[src/rtl/control_unit_pkg.sv]
// control_unit_pkg
//   Shared definitions for param_control_unit:
//   - opcode values (OP_NOP .. OP_END)
//   - FSM state encoding
//   - instruction field offsets as functions of IW/OPW/DW/SW.
//   Instruction layout, MSB first: {op[OPW], dst[DW], src[SW], aux[rest]}.
package control_unit_pkg;

  localparam int OP_NOP   = 0;
  localparam int OP_MOVE  = 1;
  localparam int OP_LOAD  = 2;
  localparam int OP_STORE = 3;
  localparam int OP_INC   = 4;
  localparam int OP_ALU   = 5;
  localparam int OP_JZ    = 6;
  localparam int OP_JNZ   = 7;
  localparam int OP_END   = 8;

  typedef enum logic [2:0] {
    S_IDLE   = 3'd0,
    S_FETCH  = 3'd1,
    S_DECODE = 3'd2,
    S_EXEC   = 3'd3,
    S_WB     = 3'd4,
    S_MEMW   = 3'd5,
    S_HALT   = 3'd6
  } state_e;

  function automatic int op_lsb(input int iw, input int opw);
    return iw - opw;
  endfunction

  function automatic int dst_lsb(input int iw, input int opw, input int dw);
    return iw - opw - dw;
  endfunction

  // The aux field occupies everything below src, so its width equals src_lsb.
  function automatic int src_lsb(input int iw, input int opw, input int dw, input int sw);
    return iw - opw - dw - sw;
  endfunction

endpackage

[src/rtl/onehot_decoder.sv]
// onehot_decoder
//   Turns a binary index into an N-bit one-hot vector.
//   Ports:
//     idx_i     in  XW  binary index
//     en_i      in  1   produce a one-hot bit this cycle
//     onehot_o  out N   one-hot result; all zero when disabled or out of range
//     oor_o     out 1   idx_i >= N (independent of en_i, so the caller decides
//                       whether an out-of-range index matters)
module onehot_decoder #(
  parameter int N  = 4,
  parameter int XW = 2
) (
  input  logic [XW-1:0] idx_i,
  input  logic          en_i,
  output logic [N-1:0]  onehot_o,
  output logic          oor_o
);

  // One extra bit so N itself is representable when N == 2**XW.
  localparam logic [XW:0] N_L = (XW + 1)'(N);

  always_comb begin
    oor_o    = ({1'b0, idx_i} >= N_L);
    onehot_o = '0;
    for (int i = 0; i < N; i++) begin
      onehot_o[i] = en_i && !oor_o && (idx_i == i[XW-1:0]);
    end
  end

endmodule

[src/rtl/param_control_unit.sv]
// param_control_unit
//   Multicycle control FSM for the matrix-multiplication datapath.
//   IDLE -> FETCH -> DECODE -> EXEC -> (WB | MEMW | HALT | FETCH).
//   Handshakes: instr_valid is only looked at in FETCH; the word is captured
//   into IR on the edge where it is high. mem_ready is only looked at in MEMW;
//   the access completes on the edge where it is high, and a LOAD writes its
//   destination only in that cycle.
//   Ports:
//     clk, rst          clock, synchronous active-high reset
//     start             leave IDLE/HALT and begin fetching
//     instr/instr_valid instruction word and its valid
//     Z                 ALU zero flag, used by JZ/JNZ in EXEC
//     mem_ready         completes the current memory access
//     fetch             instruction request (FETCH)
//     mem_req/mem_we    data memory access pending / is a write
//     write_enable      one-hot register load (NREG)
//     read_enable       one-hot bus source (NSRC)
//     increment         increment strobes, bit 0 = PC+1
//     alu               ALU operation
//     finish            program ended (HALT)
//     illegal           one-cycle flag in EXEC: bad opcode or out-of-range index
//     dbg_state_o       current FSM state
module param_control_unit
  import control_unit_pkg::*;
#(
  parameter int IW     = 16,
  parameter int OPW    = 4,
  parameter int NREG   = 17,
  parameter int NSRC   = 5,
  parameter int NINC   = 7,
  parameter int ALUW   = 3,
  parameter int PC_IDX = 0
) (
  input  logic            clk,
  input  logic            rst,
  input  logic            start,
  input  logic [IW-1:0]   instr,
  input  logic            instr_valid,
  input  logic            Z,
  input  logic            mem_ready,
  output logic            fetch,
  output logic            mem_req,
  output logic            mem_we,
  output logic [NREG-1:0] write_enable,
  output logic [NSRC-1:0] read_enable,
  output logic [NINC-1:0] increment,
  output logic [ALUW-1:0] alu,
  output logic            finish,
  output logic            illegal,
  output logic [2:0]      dbg_state_o
);

  localparam int DW      = $clog2(NREG);
  localparam int SW      = $clog2(NSRC);
  localparam int OP_LSB  = op_lsb(IW, OPW);
  localparam int DST_LSB = dst_lsb(IW, OPW, DW);
  localparam int SRC_LSB = src_lsb(IW, OPW, DW, SW);
  localparam int AUXW    = SRC_LSB;

  localparam logic [OPW-1:0] K_NOP   = OPW'(OP_NOP);
  localparam logic [OPW-1:0] K_MOVE  = OPW'(OP_MOVE);
  localparam logic [OPW-1:0] K_LOAD  = OPW'(OP_LOAD);
  localparam logic [OPW-1:0] K_STORE = OPW'(OP_STORE);
  localparam logic [OPW-1:0] K_INC   = OPW'(OP_INC);
  localparam logic [OPW-1:0] K_ALU   = OPW'(OP_ALU);
  localparam logic [OPW-1:0] K_JZ    = OPW'(OP_JZ);
  localparam logic [OPW-1:0] K_JNZ   = OPW'(OP_JNZ);
  localparam logic [OPW-1:0] K_END   = OPW'(OP_END);

  state_e          state_q, state_d;
  logic [IW-1:0]   ir_q, ir_d;

  logic [OPW-1:0]  op_f;
  logic [DW-1:0]   dst_f;
  logic [SW-1:0]   src_f;
  logic [AUXW-1:0] aux_f;

  assign op_f  = ir_q[OP_LSB +: OPW];
  assign dst_f = ir_q[DST_LSB +: DW];
  assign src_f = ir_q[SRC_LSB +: SW];
  assign aux_f = ir_q[0 +: AUXW];

  // ---------------------------------------------------------------- state
  always_ff @(posedge clk) begin
    if (rst) begin
      state_q <= S_IDLE;
      ir_q    <= '0;
    end else begin
      state_q <= state_d;
      ir_q    <= ir_d;
    end
  end

  always_comb begin
    state_d = state_q;
    ir_d    = ir_q;
    unique case (state_q)
      S_IDLE:   if (start) state_d = S_FETCH;
      S_FETCH: begin
        if (instr_valid) begin
          ir_d    = instr;
          state_d = S_DECODE;
        end
      end
      S_DECODE: state_d = S_EXEC;
      S_EXEC: begin
        if (op_f == K_LOAD || op_f == K_STORE) state_d = S_MEMW;
        else if (op_f == K_ALU)                state_d = S_WB;
        else if (op_f == K_END)                state_d = S_HALT;
        else                                   state_d = S_FETCH;
      end
      S_WB:     state_d = S_FETCH;
      S_MEMW:   if (mem_ready) state_d = S_FETCH;
      S_HALT:   if (start) state_d = S_FETCH;
      default:  state_d = S_IDLE;
    endcase
  end

  // -------------------------------------------------------------- decode
  logic            in_exec, in_wb, in_memw;
  logic            is_jump, jump_taken, uses_dst, uses_src, op_known;
  logic [DW-1:0]   wr_idx;
  logic            wr_en, rd_en, inc_en;
  logic            wr_oor, rd_oor, inc_oor;
  logic [NINC-1:0] inc_oh;

  always_comb begin
    in_exec    = (state_q == S_EXEC);
    in_wb      = (state_q == S_WB);
    in_memw    = (state_q == S_MEMW);
    is_jump    = (op_f == K_JZ) || (op_f == K_JNZ);
    jump_taken = ((op_f == K_JZ) && Z) || ((op_f == K_JNZ) && !Z);
    uses_dst   = (op_f == K_MOVE) || (op_f == K_LOAD) || (op_f == K_ALU);
    uses_src   = (op_f == K_MOVE) || (op_f == K_STORE) || (op_f == K_ALU) || is_jump;
    op_known   = (op_f <= K_END);

    // A taken jump loads the PC; every other write targets dst.
    wr_idx = (in_exec && is_jump) ? DW'(PC_IDX) : dst_f;

    // rst gates the LOAD completion write so a reset coinciding with
    // mem_ready never commits data.
    wr_en  = (in_exec && ((op_f == K_MOVE) || jump_taken))
          || in_wb
          || (in_memw && (op_f == K_LOAD) && mem_ready && !rst);
    rd_en  = (in_exec && ((op_f == K_MOVE) || (op_f == K_ALU) || jump_taken))
          || (in_memw && (op_f == K_STORE));
    inc_en = in_exec && (op_f == K_INC);
  end

  onehot_decoder #(.N(NREG), .XW(DW)) u_wr_dec (
    .idx_i(wr_idx), .en_i(wr_en), .onehot_o(write_enable), .oor_o(wr_oor)
  );

  onehot_decoder #(.N(NSRC), .XW(SW)) u_rd_dec (
    .idx_i(src_f), .en_i(rd_en), .onehot_o(read_enable), .oor_o(rd_oor)
  );

  onehot_decoder #(.N(NINC), .XW(AUXW)) u_inc_dec (
    .idx_i(aux_f), .en_i(inc_en), .onehot_o(inc_oh), .oor_o(inc_oor)
  );

  // -------------------------------------------------------------- outputs
  always_comb begin
    fetch     = (state_q == S_FETCH);
    mem_req   = in_memw;
    mem_we    = in_memw && (op_f == K_STORE);
    finish    = (state_q == S_HALT);
    increment = inc_oh | {{(NINC-1){1'b0}}, (state_q == S_DECODE)};
    alu       = '0;
    if ((in_exec && (op_f == K_ALU)) || in_wb) alu = aux_f[ALUW-1:0];
    illegal   = in_exec && (!op_known
                         || (uses_dst && wr_oor)
                         || (uses_src && rd_oor)
                         || ((op_f == K_INC) && inc_oor));
    dbg_state_o = state_q;
  end

  // NOP needs no decode of its own; it simply returns to FETCH.
  logic unused_nop;
  assign unused_nop = (op_f == K_NOP);

endmodule

[config.mk]
export PLATFORM = sky130hd
export DESIGN_NAME = param_control_unit
export DESIGN_NICKNAME = d
export VERILOG_FILES = /design/src/rtl/control_unit_pkg.sv /design/src/rtl/onehot_decoder.sv /design/src/rtl/param_control_unit.sv
export SDC_FILE = /design/constraint.sdc
export NUM_CORES = 1
export LEC_CHECK = 0
export BUFFER_PORTS_ARGS = -buffer_cell sky130_fd_sc_hd__buf_2
export CORE_AREA = 2 2 60 62
export CTS_CLUSTER_DIAMETER = 40
export DETAILED_ROUTE_END_ITERATION = 12
export DIE_AREA = 0 0 62 64
export PLACE_DENSITY = 0.74
export SETUP_SLACK_MARGIN = 0.4
export SLEW_MARGIN = 20
export SYNTH_ARGS = -nofsm -noshare
export SYNTH_HDL_FRONTEND = slang
export SYNTH_SLANG_ARGS = --single-unit
export TNS_END_PERCENT = 30
[constraint.sdc]
create_clock -name clk -period 5.4 [get_ports clk]
set_input_delay 1.08 -clock clk [delete_from_list [all_inputs] [get_ports clk]]
set_output_delay 1.08 -clock clk [all_outputs]
set_load 0.01 [all_outputs]
**Yosys cells after proc, flatten, opt, wreduce, memory -nomap -nowiden**

Index checks and enable logic that the tools add are counted.

- Register bits after elaboration: 19
- Output and inout port bits: 40
- Word-level logic and storage cells: 137

- Magnitude comparators: 4
- Equality and inequality tests: 43
- Multiplexer cells: 9
- Bitwise operators: 1
- Reduce and logical (&&, ||, !) cells: 78

Operators by type and width:

| operator | count |
|---|---|
| $logic_and 1x1->1 | 47 |
| $eq 5x4->1 const B | 8 |
| $eq 4x3->1 const B | 7 |
| $mux 3 | 7 |
| $eq 5x3->1 const B | 4 |
| $logic_or 1x1->1 | 18 |
| $pmux 3 s6 | 1 |
| $eq 4x2->1 const B | 4 |
| $eq 3x2->1 const B | 4 |
| $eq 3x3->1 const B | 4 |
| $eq 5x2->1 const B | 2 |
| $eq 4x1->1 const B | 2 |
| $or 7x1->7 | 1 |
| $eq 3x1->1 const B | 2 |
| $logic_not 1->1 | 6 |
| $logic_not 3->1 | 2 |
| $eq 5x1->1 const B | 1 |
| $eq 5x5->1 const B | 1 |
| $ge 5x5->1 const B | 1 |
| $logic_not 5->1 | 1 |
| $mux 5 | 1 |
| $eq 4x4->1 const B | 1 |
| $ge 4x3->1 const B | 1 |
| $le 4x4->1 const B | 1 |
| 7 further kinds | 8 |

**Logic depth before layout (Yosys ltp)**

Gate-level depths: netlist of run 1.

- Depth after elaboration: 10
- Depth in mapped cells: 8
- Gate-level depth less buffers: 5

**Modules after synthesis**

A second synthesis of run 1 with hierarchy kept.

- Cells, all modules: 197
- Area, all modules: 1,395.1 µm²

By module, submodules not included:

| module | times used | cells an instance | area each (µm²) | sequential area each (µm²) |
|---|---|---|---|---|
| param_control_unit | 1 | 150 | 1,098.6 | 380.4 |
| onehot_decoder (u_wr_dec) | 1 | 28 | 152.6 | 0.0 |
| onehot_decoder (u_inc_dec) | 1 | 13 | 72.6 | 0.0 |
| onehot_decoder (u_rd_dec) | 1 | 6 | 71.3 | 0.0 |

**Worst setup path before layout of run 1**

No wires, ideal clock.

- Kind: input-to-output
- From: input port Z
- To: output port read_enable[4]
- Arrival time: 2.241 ns
- Required time: 4.320 ns
- Path slack: 2.079 ns
- Stages on the path: 5
- Path through: and2b_1 > o21ai_2 > a2111oi_4 > nor2_1 > nor4b_1

- Cells in the longest elaborated chain, start to end: 8

Ends and longest elaborated chain:

| item | RTL line | RTL |
|---|---|---|
| from (decl) | param_control_unit.sv:39 | `input logic Z,` |
| $logic_not 1->1 | param_control_unit.sv:132 | `jump_taken = ((op_f == K_JZ) && Z) \|\| ((op_f == K_JNZ) && !Z);` |
| $logic_and 1x1->1 | param_control_unit.sv:132 |  |
| $logic_or 1x1->1 * | param_control_unit.sv:132 |  |
| $logic_or 1x1->1 * | param_control_unit.sv:145 | `rd_en = (in_exec && ((op_f == K_MOVE) \|\| (op_f == K_ALU) \|\| jump_taken))` |
| $logic_and 1x1->1 * | param_control_unit.sv:145 |  |
| $logic_or 1x1->1 * | param_control_unit.sv:146 | `\|\| (in_memw && (op_f == K_STORE));` |
| $logic_and 1x1->1 * (2 in a row) | onehot_decoder.sv:26 | `onehot_o[i] = en_i && !oor_o && (idx_i == i[XW-1:0]);` |
| to (decl) | param_control_unit.sv:45 | `output logic [NSRC-1:0] read_enable,` |

Mark *: on every way between the ends. The rest lies on a longest branch, timed or not.

**Worst setup path after layout of run 1**

- From: input port Z
- To: output port write_enable[16]

- Cells in the longest elaborated chain, start to end: 9

Ends and longest elaborated chain:

| item | RTL line | RTL |
|---|---|---|
| $logic_not 1->1 | param_control_unit.sv:132 |  |
| $logic_and 1x1->1 | param_control_unit.sv:132 |  |
| $logic_or 1x1->1 * | param_control_unit.sv:132 |  |
| $logic_or 1x1->1 * | param_control_unit.sv:142 | `wr_en = (in_exec && ((op_f == K_MOVE) \|\| jump_taken))` |
| $logic_and 1x1->1 * | param_control_unit.sv:142 |  |
| $logic_or 1x1->1 * | param_control_unit.sv:143 | `\|\| in_wb` |
| $logic_or 1x1->1 * | param_control_unit.sv:144 | `\|\| (in_memw && (op_f == K_LOAD) && mem_ready && !rst);` |
| $logic_and 1x1->1 * (2 in a row) | onehot_decoder.sv:26 |  |
| to (decl) | param_control_unit.sv:44 | `output logic [NREG-1:0] write_enable,` |

Marks and branches as above.

==> out/metrics.yaml, run 1 <==
sta:
  final-hold-violation-count: 0
  timing.final.crit_share_pct: 67.4
  setup_repair_after_global_routing_missed_its_margin: "false"
  tightestPinTransition_ns: 0.618
  max_clock_freq_mhz: 275
  max_slew_margin_pct: 58.6
  timing.final.setup_violations: 0
  tmin_final_ns: 3.64
  final-max-slew-violation-count: 0
  setup_total_negative_slack_ns: 0
  clock_skew_ns: 0.00199
floorplanning:
  die_width_microns: 62
  die_area_sq_mm: 0.00397
  initial_utilization_pct: 43.8
  design.core.area_sq_mm: 0.00328
  num_rows: 21
  die_height_microns: 64
  floorplan.io_pins: 62
power:
  total_switching_power_mw: 0.0957
  leakagePower_nw: 0.703
  power.share.clock_pct: 25.8
  report.power.total_mw: 0.296
  ir_drop_worst_case_vdd_v: 0.000178
  power.combinational.fraction_pct: 19.2
  power_switching_share_pct: 32.3
  internal-power_mw: 0.201
  power_density_mw_per_mm2: 170
  sequentialPowerShare_pct: 55.0
clock_network:
  h-tree-depth: 1
  cts-root-buf: "clkbuf_4"
  tritoncts: "yes"
  total_clock_buffers_created_by_cts: 3
  cts_post_setup_buffers_inserted: 0
  cts.sink_count: 19
  holdBufCountCts: 0
  clk_pin_slew_ns: 0.12
  clockBufferDepth: 2
  cts.repair.resized: 0
  worst_skew_pair.late_latency_ns: 0.30
critical_path:
  crit_fanout: 17
  cp.required_ns: 4.32
  category_of_the_most_critical_setup_path: "input port to output pin"
  crit_arrival_ns: 2.56
  cp-end-kind: "output pin"
  crit_path_start_kind: "input port"
logic_synthesis:
  netlist_area_sq_mm: 0.00144
  synth_simple_gate_area_share_pct: 44.2
  yosys.area_share.xor_xnor_pct: 0.608
  yosys-mux-area-fraction_pct: 0.695
  synth.yosys.warnings: 0
  synth_enable_flop_cells: 0
  synth_area_leader_cell: "dfxtp_1"
  synth_fp_nets: 231
  yosys.area_share.adder_pct: 0
  synth_cell_type_count: 45
  ys_seq_elements: 19
  synth_area_per_cell_sq_um: 6.89
  synth_compound_gate_area_share_pct: 19.5
  yosys-top-cells-area: "dfxtp_1 26%, nand2_1 10%, a21oi_1 8.0%, nor2_1 7.3%, nand3_1 4.9%"
  main_combinational_cell_family_by_area_after_synthesis: "simple AND/OR/NAND/NOR gates"
  postSynthCellCount: 209
  synth.top_cell.area_share_pct: 26.4
  ys.flop_type: "dfxtp_1"
  async_flop_share_pct: 0
  seq_area_frac_synth_pct: 26.4
final_layout:
  syn2layout_area_growth_pct: 20.9
  ff_latch_area_sq_um: 380
  diodes: 0
  highest_count_cells_in_the_layout_ignoring_fill_and_taps: "61 x buf_2, 39 x nand2_1, 28 x nor2_1, 23 x a21oi_1, 19 x dfxtp_1"
  num-nets-final: 282
  mostFrequentLayoutCell: "buf_2"
  final.fill_count: 358
  multi_input_area_sq_um: 936
  final_layout_size_suffix_gt1_share_pct: 29.3
drt:
  route.detailed.wl_per_inst_microns: 11.4
  drc_errors: 0
  drt_iter0_drc: 69
  detailroute.via_count: 1562
  totalWireLength_mm: 3.47
  postRouteAntennaNets: 0
  length_of_the_first_detailed_routing_pass_in_iterations: 4
  via_to_cell_ratio: 5.12
placement:
  dp.final_hpwl_mm: 2.62
  buffer_ports.inserted: 61
  gp_congestion: 0.770
grt:
  grt_pass1_wl_mm: 5.74
  antenna_found_initial: 0
  grt.overflow.total: 0
  grt_max_degree: 19
  grt_pass1_vias: 1348
  globalRouteTotalUtil_pct: 18.2
run:
  cap_violations: 0
status:
  status: "complete, no violations"
worst_hold_path:
  hold_class: "register to register"
==> cells in the mapped netlist, types with 2 or more instances <==
cell	n
o21ai_0	5
nor3_1	6
o31ai_1	2
nor2b_1	7
buf_6	3
nand3_1	14
nor3b_1	5
and3_1	2
a21oi_1	23
dfxtp_1	19
clkbuf_1	5
nor2_1	28
nor4b_2	2
nand2_1	39
inv_1	7
nand4_1	5
buf_4	2
nand2b_1	5
buf_2	4
==> power by group through the flow <==
stage,clock (mW),combinational (mW),sequential [mW]
2_1_floorplan,0,0.0495,0.158
3_3_place_gp,0,0.0572,0.166
3_5_place_dp,0,0.0575,0.166
4_1_cts,0.0778,0.0578,0.163
5_1_grt,0.0840,0.0647,0.165
6_report,0.0763,0.0570,0.163
==> state kept, by name, indices dropped and copies added (netlist names) <==
signal,count
dbg_state_o,3
ir_q,16
==> worst max-delay path: stages <==
cell and delay, ns:
buf_2 0.13, and2b_1 0.20, o21ai_2 0.07, a2111oi_4 0.47, a21oi_4 0.22, nor4b_2 0.24
buf_2 0.16
==> path summary, 6_finish.rpt <==
| kind | start | end | slack, ns | cells after the start |
|---|---|---|---|---|
| setup / recovery | Z | write_enable[16] | 1.76 | 7 |
| hold reg to reg | ir_q[3] | ir_q[3] | 0.48 | 2 |
| hold / removal | ir_q[3] | ir_q[3] | 0.48 | 2 |
| setup reg to reg | dbg_state_o[0] | ir_q[7] | 3.62 | 5 |
==> layout make-up <==
cell class	count	area share, %
clock buffer	3	1.29
clock inverter	1	0.431
inverter	8	1.80
multi-input combinational	167	53.8
sequential	19	21.9
tap	46	3.31
timing repair buffer	61	17.5
==> per-stage QoR <==
step	worst slack (ns)	cell area, sq um	util, %	instances	hold slack (ns)
floorplan	2.08	1440	-	209	0.449
global placement	1.76	1710	52.1	301	0.458
detailed placement	1.73	1710	52.1	301	0.462
CTS	1.73	1740	53.0	305	0.479
global route	1.61	1740	53.0	305	0.508
finish	1.76	1740	53.0	305	0.478
==> layer usage <==
layer,track usage (%),wire [microns],up-vias
met2,28.0,1580,41
met5,0,0,-
met4,2.39,16,0
met3,4.66,224,4
li1,-,-,821
met1,26.0,1660,696
==> cells by family (layout without fill, tap and decap cells) <==
kind of cell | Yosys count | in the layout
AO/OA/AOI/OAI | 41 | 41
XOR/XNOR | 1 | 1
buffers and inverters | 23 | 73
AND/OR/NAND/NOR | 124 | 124
multiplexers | 1 | 1
flip-flops | 19 | 19
(Power assumes the default switching activity.)
==> run 2: changes to the inputs <==
--- a/config.mk
+++ b/config.mk
@@ -5,12 +5,13 @@
 export SDC_FILE = /design/constraint.sdc
 export NUM_CORES = 1
 export LEC_CHECK = 0
+export ABC_AREA = 1
 export BUFFER_PORTS_ARGS = -buffer_cell sky130_fd_sc_hd__buf_2
-export CORE_AREA = 2 2 60 62
+export CORE_AREA = 2 2 61 63
 export CTS_CLUSTER_DIAMETER = 40
 export DETAILED_ROUTE_END_ITERATION = 12
-export DIE_AREA = 0 0 62 64
-export PLACE_DENSITY = 0.74
+export DIE_AREA = 0 0 63 65
+export PLACE_DENSITY = 0.73
 export SETUP_SLACK_MARGIN = 0.4
 export SLEW_MARGIN = 20
 export SYNTH_ARGS = -nofsm -noshare
==> constraint.sdc (replaced) <==
create_clock -name clk -period 2.9 [get_ports clk]
set_input_delay 0.58 -clock clk [delete_from_list [all_inputs] [get_ports clk]]
set_output_delay 0.58 -clock clk [all_outputs]
set_load 0.01 [all_outputs]
==> run 2 against run 1 <==
  * Cell count grew 9.2%
  * Die area grew 3.2%
  * Largest power group unchanged
  * Design area grew 0.93%
==> out/metrics.yaml, run 2 <==
logic_synthesis:
  synth_area_leader_cell: "dfxtp_1"  # unchanged
  ys_seq_elements: 19  # unchanged
  netlist_area_sq_mm: 0.00139  # was 0.00144 sq mm
  synth.top_cell.area_share_pct: 27.4  # was 26.4%
  postSynthCellCount: 224  # was 209
  synth.yosys.warnings: 0  # unchanged
  yosys-top-cells-area: "dfxtp_1 27%, nor2_1 13%, nand2_1 7.6%, inv_1 6.2%, a21oi_1 5.8%"  # was dfxtp_1 26%, nand2_1 10%, a21oi_1 8.0%, nor2_1 7.3%, nand3_1 4.9%
  synth_area_per_cell_sq_um: 6.19  # was 6.89 sq um
  post-synth-top-count-cell: "nor2_1"  # was nand2_1
  synth_fp_nets: 246  # was 231
  ys.flop_type: "dfxtp_1"  # unchanged
  synth_common_cells: "47 x nor2_1, 28 x nand2_1, 23 x inv_1"  # was 39 x nand2_1, 28 x nor2_1, 23 x a21oi_1
  synth_enable_flop_cells: 0  # unchanged
  async_flop_share_pct: 0  # unchanged
  seq_area_frac_synth_pct: 27.4  # was 26.4%
  synth_cell_type_count: 30  # was 45
clock_network:
  cts.repair.resized: 0  # unchanged
  cts_post_setup_buffers_inserted: 0  # unchanged
  total_clock_buffers_created_by_cts: 3  # unchanged
  h-tree-depth: 1  # unchanged
  worst_skew_pair.late_latency_ns: 0.29  # was 0.30 ns
  tritoncts: "yes"  # unchanged
  clk_pin_slew_ns: 0.11  # was 0.12 ns
  holdBufCountCts: 0  # unchanged
  clockBufferDepth: 2  # unchanged
  cts-root-buf: "clkbuf_4"  # unchanged
  cts.sink_count: 19  # unchanged
critical_path:
  r2r-start: "dbg_state_o[0]"  # unchanged
  critPathCapture: "write_enable[8]"  # was write_enable[16]
  ff2ff_setup_slack_ns: 1.46  # was 3.62 ns
  crit_arrival_ns: 1.75  # was 2.56 ns
  crit_path_start_kind: "register"  # was input port
  cp.required_ns: 2.32  # was 4.32 ns
  cp-end-kind: "output pin"  # unchanged
  crit_fanout: 6  # was 17
  category_of_the_most_critical_setup_path: "register to output pin"  # was input port to output pin
  reg2reg_depth: 7  # was 5
  r2r-end: "ir_q[12]"  # was ir_q[7]
  launching_element_of_the_worst_setup_path: "ir_q[15]"  # was Z
drt:
  drt_iter0_drc: 84  # was 69
  via_to_cell_ratio: 4.80  # was 5.12
  detailroute.via_count: 1599  # was 1562
  totalWireLength_mm: 3.46  # was 3.47 mm
  route.detailed.wl_per_inst_microns: 10.4  # was 11.4 microns
  postRouteAntennaNets: 0  # unchanged
  drc_errors: 0  # unchanged
  length_of_the_first_detailed_routing_pass_in_iterations: 4  # unchanged
final_layout:
  largest-register: "ir_q"  # unchanged
  syn2layout_area_growth_pct: 26.6  # was 20.9%
  post_layout_nonfiller_instances: 333  # was 305
  mostFrequentLayoutCell: "buf_2"  # unchanged
  diodes: 0  # unchanged
  layout.cell_area.non_filler_sq_mm: 0.00176  # was 0.00174 sq mm
  utilization_pct: 50.3  # was 53.0%
  largest_register_ff_count: 16  # unchanged
  final_layout_size_suffix_gt1_share_pct: 34.7  # was 29.3%
  highest_count_cells_in_the_layout_ignoring_fill_and_taps: "61 x buf_2, 47 x nor2_1, 28 x nand2_1, 23 x inv_1"  # was 61 x buf_2, 39 x nand2_1, 28 x nor2_1, 23 x a21oi_1, 19 x dfxtp_1
  num-nets-final: 308  # was 282
floorplanning:
  num_rows: 22  # was 21
  die_area_sq_mm: 0.00410  # was 0.00397 sq mm
  design.core.area_sq_mm: 0.00350  # was 0.00328 sq mm
  initial_utilization_pct: 39.7  # was 43.8%
  die_width_microns: 63  # was 62 microns
  die_height_microns: 65  # was 64 microns
  floorplan.io_pins: 62  # unchanged
sta:
  timing.final.crit_share_pct: 80.5
  timing.final.setup_violations: 0  # unchanged
  final.hold.worst_slack_ns: 0.469  # was 0.478 ns
  clock_skew_ns: 0.00911  # was 0.00199 ns
  final-hold-violation-count: 0  # unchanged
  tmin_final_ns: 2.33
  tightestPinTransition_ns: 0.450  # was 0.618 ns
  max_slew_margin_pct: 70.0  # was 58.6%
  max_clock_freq_mhz: 429
  final-max-slew-violation-count: 0  # unchanged
  setup_total_negative_slack_ns: 0  # unchanged
  setup_repair_after_global_routing_missed_its_margin: "false"  # unchanged
worst_hold_path:
  hold_class: "input port to register"  # was register to register
  worst_hold_start: "rst"  # was ir_q[3]
power:
  power.share.clock_pct: 18.0  # was 25.8%
  power.combinational.fraction_pct: 35.5  # was 19.2%
  total_switching_power_mw: 0.295  # was 0.0957 mW
  leakagePower_nw: 0.850  # was 0.703 nW
  internal-power_mw: 0.442  # was 0.201 mW
  sequentialPowerShare_pct: 46.5  # was 55.0%
  power_switching_share_pct: 40.0  # was 32.3%
  ir_drop_worst_case_vdd_v: 0.000237  # was 0.000178 V
  power_density_mw_per_mm2: 419  # was 170 mW/mm^2
status:
  status: "complete, no violations"  # unchanged
run:
  cap_violations: 0  # unchanged
grt:
  antenna_found_initial: 0  # unchanged
  grt_max_degree: 30  # was 19
  grt.overflow.total: 0  # unchanged
  grt_pass1_wl_mm: 6.07  # was 5.74 mm
  grt_pass1_vias: 1486  # was 1348
  globalRouteTotalUtil_pct: 17.9  # was 18.2%
placement:
  dp.final_hpwl_mm: 2.85  # was 2.62 mm
  dp.cells: 329  # was 301
  postPlaceCellArea_sq_mm: 0.00172  # was 0.00171 sq mm
  gp_congestion: 0.870  # was 0.770
  buffer_ports.inserted: 61  # unchanged
[run 2: worst min path at each step]
stage                           endpoint  slack [ns]  depth (start not counted)
after floorplan                  ir_q[3]        0.44                          2
after global placement           ir_q[3]        0.48                          2
after detailed placement         ir_q[3]        0.49                          2
after CTS                 dbg_state_o[2]        0.47                          2
after global routing      dbg_state_o[2]        0.47                          2
final                     dbg_state_o[1]        0.47                          2
[run 2: area by class of cell]
class | instances | area [sq um]
clock buffers | 4 | 26.3
well taps | 48 | 60.1
fillers | 395 | 1740
repair buffers | 62 | 313
flip-flops and latches | 19 | 384
inverters | 33 | 124
multi-input cells | 167 | 850
[run 2: logic make-up (layout without fill, tap and decap cells)]
kind of cell    count (synthesis)  count (layout)  synth area share, %
simple gates                  120             120                 42.6
compound gates                 47              47                 18.3
buf+inv                        38              99                 11.7
flops                          19              19                 27.4
[run 2: power by group through the flow]
| stage | clock (mW) | sequential, mW | combinational, mW |
|---|---|---|---|
| final | 0.132 | 0.343 | 0.262 |
| after global placement | 0 | 0.345 | 0.256 |
| after floorplan | 0 | 0.336 | 0.212 |
| after global routing | 0.144 | 0.349 | 0.301 |
| after CTS | 0.135 | 0.341 | 0.262 |
| after detailed placement | 0 | 0.347 | 0.260 |
[run 2: critical path: stages, from the launching register on]
cell and delay [ns]:
dfxtp_1 0.42, inv_2 0.07, nand2_1 0.14, nor2_4 0.06, nand2_4 0.09, inv_2 0.07, nor3_1 0.23, inv_1 0.12
nor2_1 0.13, buf_2 0.14
[run 2: metrics by stage]
| step | worst slack [ns] | power (mW) |
|---|---|---|
| finish | 0.567 | 0.736 |
| global route | 0.412 | 0.795 |
| CTS | 0.464 | 0.737 |
| detailed placement | 0.790 | 0.607 |
| global placement | 0.810 | 0.601 |
| floorplan | 0.959 | 0.548 |
[run 2: routing by layer]
layer	GRT usage [%]	vias to the layer above	wire length, microns
met5	0	-	0
met4	6.11	0	47
met3	1.91	4	192
met2	31.5	44	1590
met1	22.7	706	1630
li1	-	845	-
